### src/rtl/itof_seq_if.sv
// ============================================================================
//  Module      : itof_seq_if
//  Description : Handshake bundle for the sequential int32 -> float32
//                converter. The operand side uses in_valid/in_ready and the
//                result side uses out_valid/out_ready.
//  Ports       : in_valid, x, rm, out_ready   (master -> slave)
//                in_ready, y, out_valid, busy (slave -> master)
//  Revision    : 1.0  initial release
// ============================================================================
`default_nettype none

interface itof_seq_if;
    logic        in_valid;
    logic        in_ready;
    logic [31:0] x;
    logic        rm;
    logic [31:0] y;
    logic        out_valid;
    logic        out_ready;
    logic        busy;

    // Producer/consumer side (drives operands, takes results)
    modport master (
        output in_valid, x, rm, out_ready,
        input  in_ready, y, out_valid, busy
    );

    // Converter side
    modport slave (
        input  in_valid, x, rm, out_ready,
        output in_ready, y, out_valid, busy
    );
endinterface

`default_nettype wire

### src/rtl/itof_seq.sv
// ============================================================================
//  Module      : itof_seq
//  Description : Sequential signed 32-bit integer to IEEE-754 single-precision
//                converter. Normalises the magnitude one bit per cycle (no
//                priority encoder), then rounds on the guard bit only, using
//                either truncation or round-to-nearest with ties away from
//                zero.
//  Ports       : clk  - clock, rising edge active
//                rst  - synchronous, active-high reset
//                bus  - itof_seq_if.slave: in_valid/in_ready/x/rm operand
//                       handshake, y/out_valid/out_ready result handshake,
//                       busy status
//  Revision    : 1.0  initial release
// ============================================================================
`default_nettype none

module itof_seq (
    input  logic          clk,
    input  logic          rst,
    itof_seq_if.slave     bus
);

    typedef enum logic [1:0] {
        S_IDLE = 2'd0,
        S_NORM = 2'd1,
        S_RND  = 2'd2,
        S_OUT  = 2'd3
    } state_t;

    // Exponent of a value whose MSB sits at bit 31: 127 + 31
    localparam logic [7:0] C_EXP_INIT = 8'd158;

    state_t      r_state;
    logic        r_sign;
    logic        r_rm;
    logic [31:0] r_m;
    logic [7:0]  r_e;
    logic [31:0] r_y;
    logic        r_out_valid;
    logic        r_busy;

    logic        w_in_ready;
    logic        w_accept;
    logic [31:0] w_mag;
    logic [22:0] w_frac;
    logic        w_guard;
    logic [23:0] w_frac_sum;
    logic        w_carry;
    logic [7:0]  w_exp_rnd;

    // Reset masks in_ready combinationally so no operand can be taken on a
    // reset edge.
    assign w_in_ready = (r_state == S_IDLE) && !rst;
    assign w_accept   = bus.in_valid && w_in_ready;

    // Two's-complement magnitude; 0x80000000 maps onto itself, which is the
    // correct unsigned magnitude of INT_MIN.
    assign w_mag = bus.x[31] ? (~bus.x + 32'd1) : bus.x;

    // Rounding datapath. Only the guard bit participates; m[6:0] is dropped.
    // A carry out of the 23-bit fraction leaves the low 23 bits at zero,
    // which is exactly the renormalised fraction of 1.0 * 2^(e+1).
    assign w_frac     = r_m[30:8];
    assign w_guard    = r_m[7];
    assign w_frac_sum = {1'b0, w_frac} + {23'd0, (r_rm & w_guard)};
    assign w_carry    = w_frac_sum[23];
    assign w_exp_rnd  = r_e + {7'd0, w_carry};

    always_ff @(posedge clk) begin
        if (rst) begin
            r_state     <= S_IDLE;
            r_sign      <= 1'b0;
            r_rm        <= 1'b0;
            r_m         <= 32'd0;
            r_e         <= 8'd0;
            r_y         <= 32'd0;
            r_out_valid <= 1'b0;
            r_busy      <= 1'b0;
        end else begin
            case (r_state)
                S_IDLE: begin
                    if (w_accept) begin
                        r_sign <= bus.x[31];
                        r_rm   <= bus.rm;
                        r_m    <= w_mag;
                        r_e    <= C_EXP_INIT;
                        r_busy <= 1'b1;
                        if (w_mag == 32'd0) begin
                            // Zero has no leading one to find: present +0 now.
                            r_y         <= 32'd0;
                            r_out_valid <= 1'b1;
                            r_state     <= S_OUT;
                        end else begin
                            r_state <= S_NORM;
                        end
                    end
                end

                S_NORM: begin
                    // One leading zero removed per cycle.
                    if (r_m[31]) begin
                        r_state <= S_RND;
                    end else begin
                        r_m <= {r_m[30:0], 1'b0};
                        r_e <= r_e - 8'd1;
                    end
                end

                S_RND: begin
                    r_e         <= w_exp_rnd;
                    r_y         <= {r_sign, w_exp_rnd, w_frac_sum[22:0]};
                    r_out_valid <= 1'b1;
                    r_state     <= S_OUT;
                end

                S_OUT: begin
                    if (bus.out_ready) begin
                        r_out_valid <= 1'b0;
                        r_busy      <= 1'b0;
                        r_state     <= S_IDLE;
                    end
                end

                default: begin
                    r_out_valid <= 1'b0;
                    r_busy      <= 1'b0;
                    r_state     <= S_IDLE;
                end
            endcase
        end
    end

    assign bus.in_ready  = w_in_ready;
    assign bus.y         = r_y;
    assign bus.out_valid = r_out_valid;
    assign bus.busy      = r_busy;

endmodule

`default_nettype wire

### src/flat_wrapper.sv
// flat-port wrapper written by rule: the top's interface ports become plain ports
module itof_seq_flat 
  (clk, rst, bus_in_valid, bus_x, bus_rm, bus_out_ready, bus_in_ready, bus_y, bus_out_valid, bus_busy);
  itof_seq_if bus_i ();
  input  logic clk;
  input  logic rst;
  input wire logic [$bits(bus_i.in_valid)-1:0] bus_in_valid;
  input wire logic [$bits(bus_i.x)-1:0] bus_x;
  input wire logic [$bits(bus_i.rm)-1:0] bus_rm;
  input wire logic [$bits(bus_i.out_ready)-1:0] bus_out_ready;
  output wire logic [$bits(bus_i.in_ready)-1:0] bus_in_ready;
  output wire logic [$bits(bus_i.y)-1:0] bus_y;
  output wire logic [$bits(bus_i.out_valid)-1:0] bus_out_valid;
  output wire logic [$bits(bus_i.busy)-1:0] bus_busy;
  assign bus_i.in_valid = bus_in_valid;
  assign bus_i.x = bus_x;
  assign bus_i.rm = bus_rm;
  assign bus_i.out_ready = bus_out_ready;
  assign bus_in_ready = bus_i.in_ready;
  assign bus_y = bus_i.y;
  assign bus_out_valid = bus_i.out_valid;
  assign bus_busy = bus_i.busy;
  itof_seq u_core (.clk(clk), .rst(rst), .bus(bus_i));
endmodule
### config.mk
export PLATFORM = sky130hd
export DESIGN_NAME = itof_seq_flat
export DESIGN_NICKNAME = d
export VERILOG_FILES = /design/src/rtl/itof_seq_if.sv /design/src/rtl/itof_seq.sv /design/src/flat_wrapper.sv
export SDC_FILE = /design/constraint.sdc
export NUM_CORES = 1
export LEC_CHECK = 0
export BUFFER_PORTS_ARGS = -buffer_cell sky130_fd_sc_hd__buf_2
export CAP_MARGIN = 20
export CELL_PAD_IN_SITES_DETAIL_PLACEMENT = 0
export CELL_PAD_IN_SITES_GLOBAL_PLACEMENT = 2
export CORE_MARGIN = 2
export CORE_UTILIZATION = 34
export DETAILED_ROUTE_END_ITERATION = 8
export GPL_ROUTABILITY_DRIVEN = 0
export MAX_ROUTING_LAYER = met4
export PLACE_DENSITY_LB_ADDON = 0.05
export SLEW_MARGIN = 20
export SYNTH_ARGS = -nofsm -noshare
export SYNTH_HDL_FRONTEND = slang
export SYNTH_SLANG_ARGS = --single-unit
### constraint.sdc
create_clock -name clk -period 4.9 [get_ports clk]
set_input_delay 0.735 -clock clk [delete_from_list [all_inputs] [get_ports clk]]
set_output_delay 0.735 -clock clk [all_outputs]
set_load 0.02 [all_outputs]
==> results.md <==
* Final #Nets at 760
* Critical Path RT at 5.17 ns
* Ys Warns at 0
* Final Critical Period at 4.35 ns
* Setup bufs post-CTS at 0
* Vias in the first global route at 4585
* Largest net degree at the start of global routing at 59
* Power Internal at 0.00169 W
* Clock buffer depth at 2
* Maxcap violations at 0
* Dpl cells at 889
* Number of hold buffers added after cts at 0
* Post-synthesis sequential area ratio at 29.8%
* Psw at 0.00104 W
* Synth Instances at 671
* Nature of the critical path startpoint: input pin
* Library cells used by synthesis at 70
* Vias per inst at 5.45
* Finished Cell Area at 0.00603 mm²
* Post-CTS sizing at 0
* Skew final at 0.00725 ns
* Routed wire per std cell at 16.8 µm
* Finished Layout Cells at 904
* #FFs+latches synth at 78
* Seq pwr share at 34.9%
* CTS HTree Levels at 3
* Inserted Clock Buffers at 9
* Max FO, Critical Path at 25
* Final Hold Vio Count at 0
* Logic pwr share at 35.9%
* Overall Power at 0.00272 W
* Placed Area at 0.00568 mm²
* Mapped Area at 0.00524 mm²
* Ant diodes at 0
* HPWL Detailed at 10900 µm
* Routing usage on met1 at 28.7%
* GR Util All Layers at 19.7%
* Sw Share at 38.1%
* Most numerous cell in the Yosys netlist: nor2_1
* Die area at 0.0164 mm²
* Initial antenna violation count at 0
* First-pass GRT wire length at 25000 µm
* Number of DRC markers in iteration 0 at 271
* Crit. End Element: flop
* Crit Path Category: in2reg
* Ys flop type: dfxtp_1
* Fin util at 39.8%
* Clk Latency, worst-skew pair at 0.34 ns
* Syn Nets at 719
* Synth top area cells: dfxtp_1 30%, nor2_1 6.1%, xnor2_1 5.5%
* Antenna Nets Post-Route at 0
* CP arrival at 4.61 ns
* Post-synth EDFFs at 0
* GR Layer Usage met3 at 2.59%
* Max-slew headroom at 39.3%
* Actual slew at the worst max-slew pin at 0.908 ns
* Synth cell count leaders: 85 x nor2_1, 78 x dfxtp_1, 43 x nand2_1
* Period utilization at 88.7%
* Fin. max-slew vios at 0
* Most used routing layer: met1
* Leakage power at 2.26 nW
* Share of post-route cells with drive strength above 1 at 18.4%
* Clock Sinks at 78
* Ports at 72
* Rows at 45
* HP Class: reg2reg
* CTS root buffer: clkbuf_16
* Clk pwr share at 29.3%
* Clock-pin slew on the worst setup and hold paths at 0.06 ns
* Fillers at 1618
* Die X at 128 µm
* PwrDens at 452 mW/mm²
* Met2 usage at 28.4%
* Grt total ovfl at 0
* Die Y at 128 µm
* Largest area contributor in the netlist: dfxtp_1
* Asr flop ratio synth at 0%
* Worst vdd ir at 0.167 mV
* Status: finished, final reports clean
* Initial Util at 34.6%
* FMAX at 230 MHz
* Setup Viol. Count Final at 0
* Syn avg cell area at 7.81 µm²
* Top-area cell type share of the netlist area at 29.8%
* Unrepaired setup endpoints after global routing: no
* Post-Route WL at 15200 µm
* Overall via count from detail_route at 4923
* Setup TNS Final at 0 ns
* DRC viols at 0
* Core area at 0.0151 mm²
* DRT Pass-1 Iters at 5
* PortBufs at 71
* CTS tree: done
* Area Growth Syn to Fin at 15.0%
-- power by group through the flow --
stage               Combinational (W)  Clock [W]  Sequential, W
floorplan                    0.000737          0       0.000904
finish                       0.000977   0.000798       0.000950
CTS                          0.000987   0.000820       0.000950
detailed placement           0.000980          0       0.000962
global placement             0.000971          0       0.000960
global route                  0.00112   0.000845       0.000978
-- layout by cell type (no fill, tap or decap), drive strengths merged, types with 8 or more instances in the layout --
cell	netlist	layout
a211oi	20	20
a21oi	31	31
and3	9	9
buf	10	84
clkbuf	44	12
dfxtp	78	78
ha	11	11
inv	21	21
nand2	44	44
nand3	26	26
nor2	85	85
nor2b	8	8
nor3	36	36
o21ai	36	36
o2bb2ai	26	26
o41ai	11	11
or3	19	19
or4	14	14
xnor2	33	33
xor2	26	26
-- path summary, 6_finish.rpt --
path                        start          endpoint  slack [ns]  depth (start not counted)
hold reg to reg   u_core.bus.y[7]   u_core.bus.y[7]        0.45                          1
setup reg to reg   u_core.r_m[13]     u_core.r_e[5]        1.75                         14
hold / removal    u_core.bus.y[7]   u_core.bus.y[7]        0.45                          1
setup / recovery         bus_x[0]  u_core.bus.y[16]        0.55                         13
-- per-layer routing --
metal	vias up	wire [µm]
met1	2292	7990
met3	13	525
met5	-	0
met2	105	6490
li1	2513	-
met4	0	174
-- sequential cells by signal, summed over array words and instances (netlist names) --
register              flops
u_core.r_e                8
u_core.bus.y             32
u_core.bus.busy           1
u_core.r_state            2
u_core.bus.out_valid      1
u_core.r_rm               1
u_core.r_sign             1
u_core.r_m               32
-- through the flow --
stage / setup slack, ns / hold slack (ns)
detailed placement: 0.188 / 0.443
global route: 0.263 / 0.470
global placement: 0.284 / 0.438
finish: 0.554 / 0.453
floorplan: 0.568 / 0.445
CTS: 0.548 / 0.460
-- logic make-up after synthesis --
group / Yosys count / share of synthesized area, %
flip-flops: 78 / 29.8
adder cells (fa/ha/maj): 11 / 2.62
AO/OA/AOI/OAI: 160 / 21.6
AND/OR/NAND/NOR: 279 / 27.7
buffers and inverters: 75 / 6.61
multiplexers: 9 / 1.79
XOR/XNOR: 59 / 9.85
-- layout make-up --
class | instances | area, µm² | share of cell area [%]
repair buffers | 84 | 453 | 7.51
clock inverters | 3 | 90.1 | 1.49
flip-flops and latches | 78 | 1560 | 25.9
well taps | 188 | 235 | 3.90
inverters | 21 | 78.8 | 1.31
clock buffers | 12 | 267 | 4.42
multi-input cells | 518 | 3350 | 55.5
-- critical path: stages --
cell and delay (ns):
buf_2 0.11, inv_1 0.08, ha_1 0.20, or4b_2 0.70, or4_1 0.54, nand2_1 0.13, xor2_1 0.22, or3b_4 0.41
or4_4 0.52, nor4b_1 0.43, o21ai_1 0.14, buf_4 0.24, o2bb2ai_1 0.16
No activity file was read; power rests on OpenSTA's default activity.
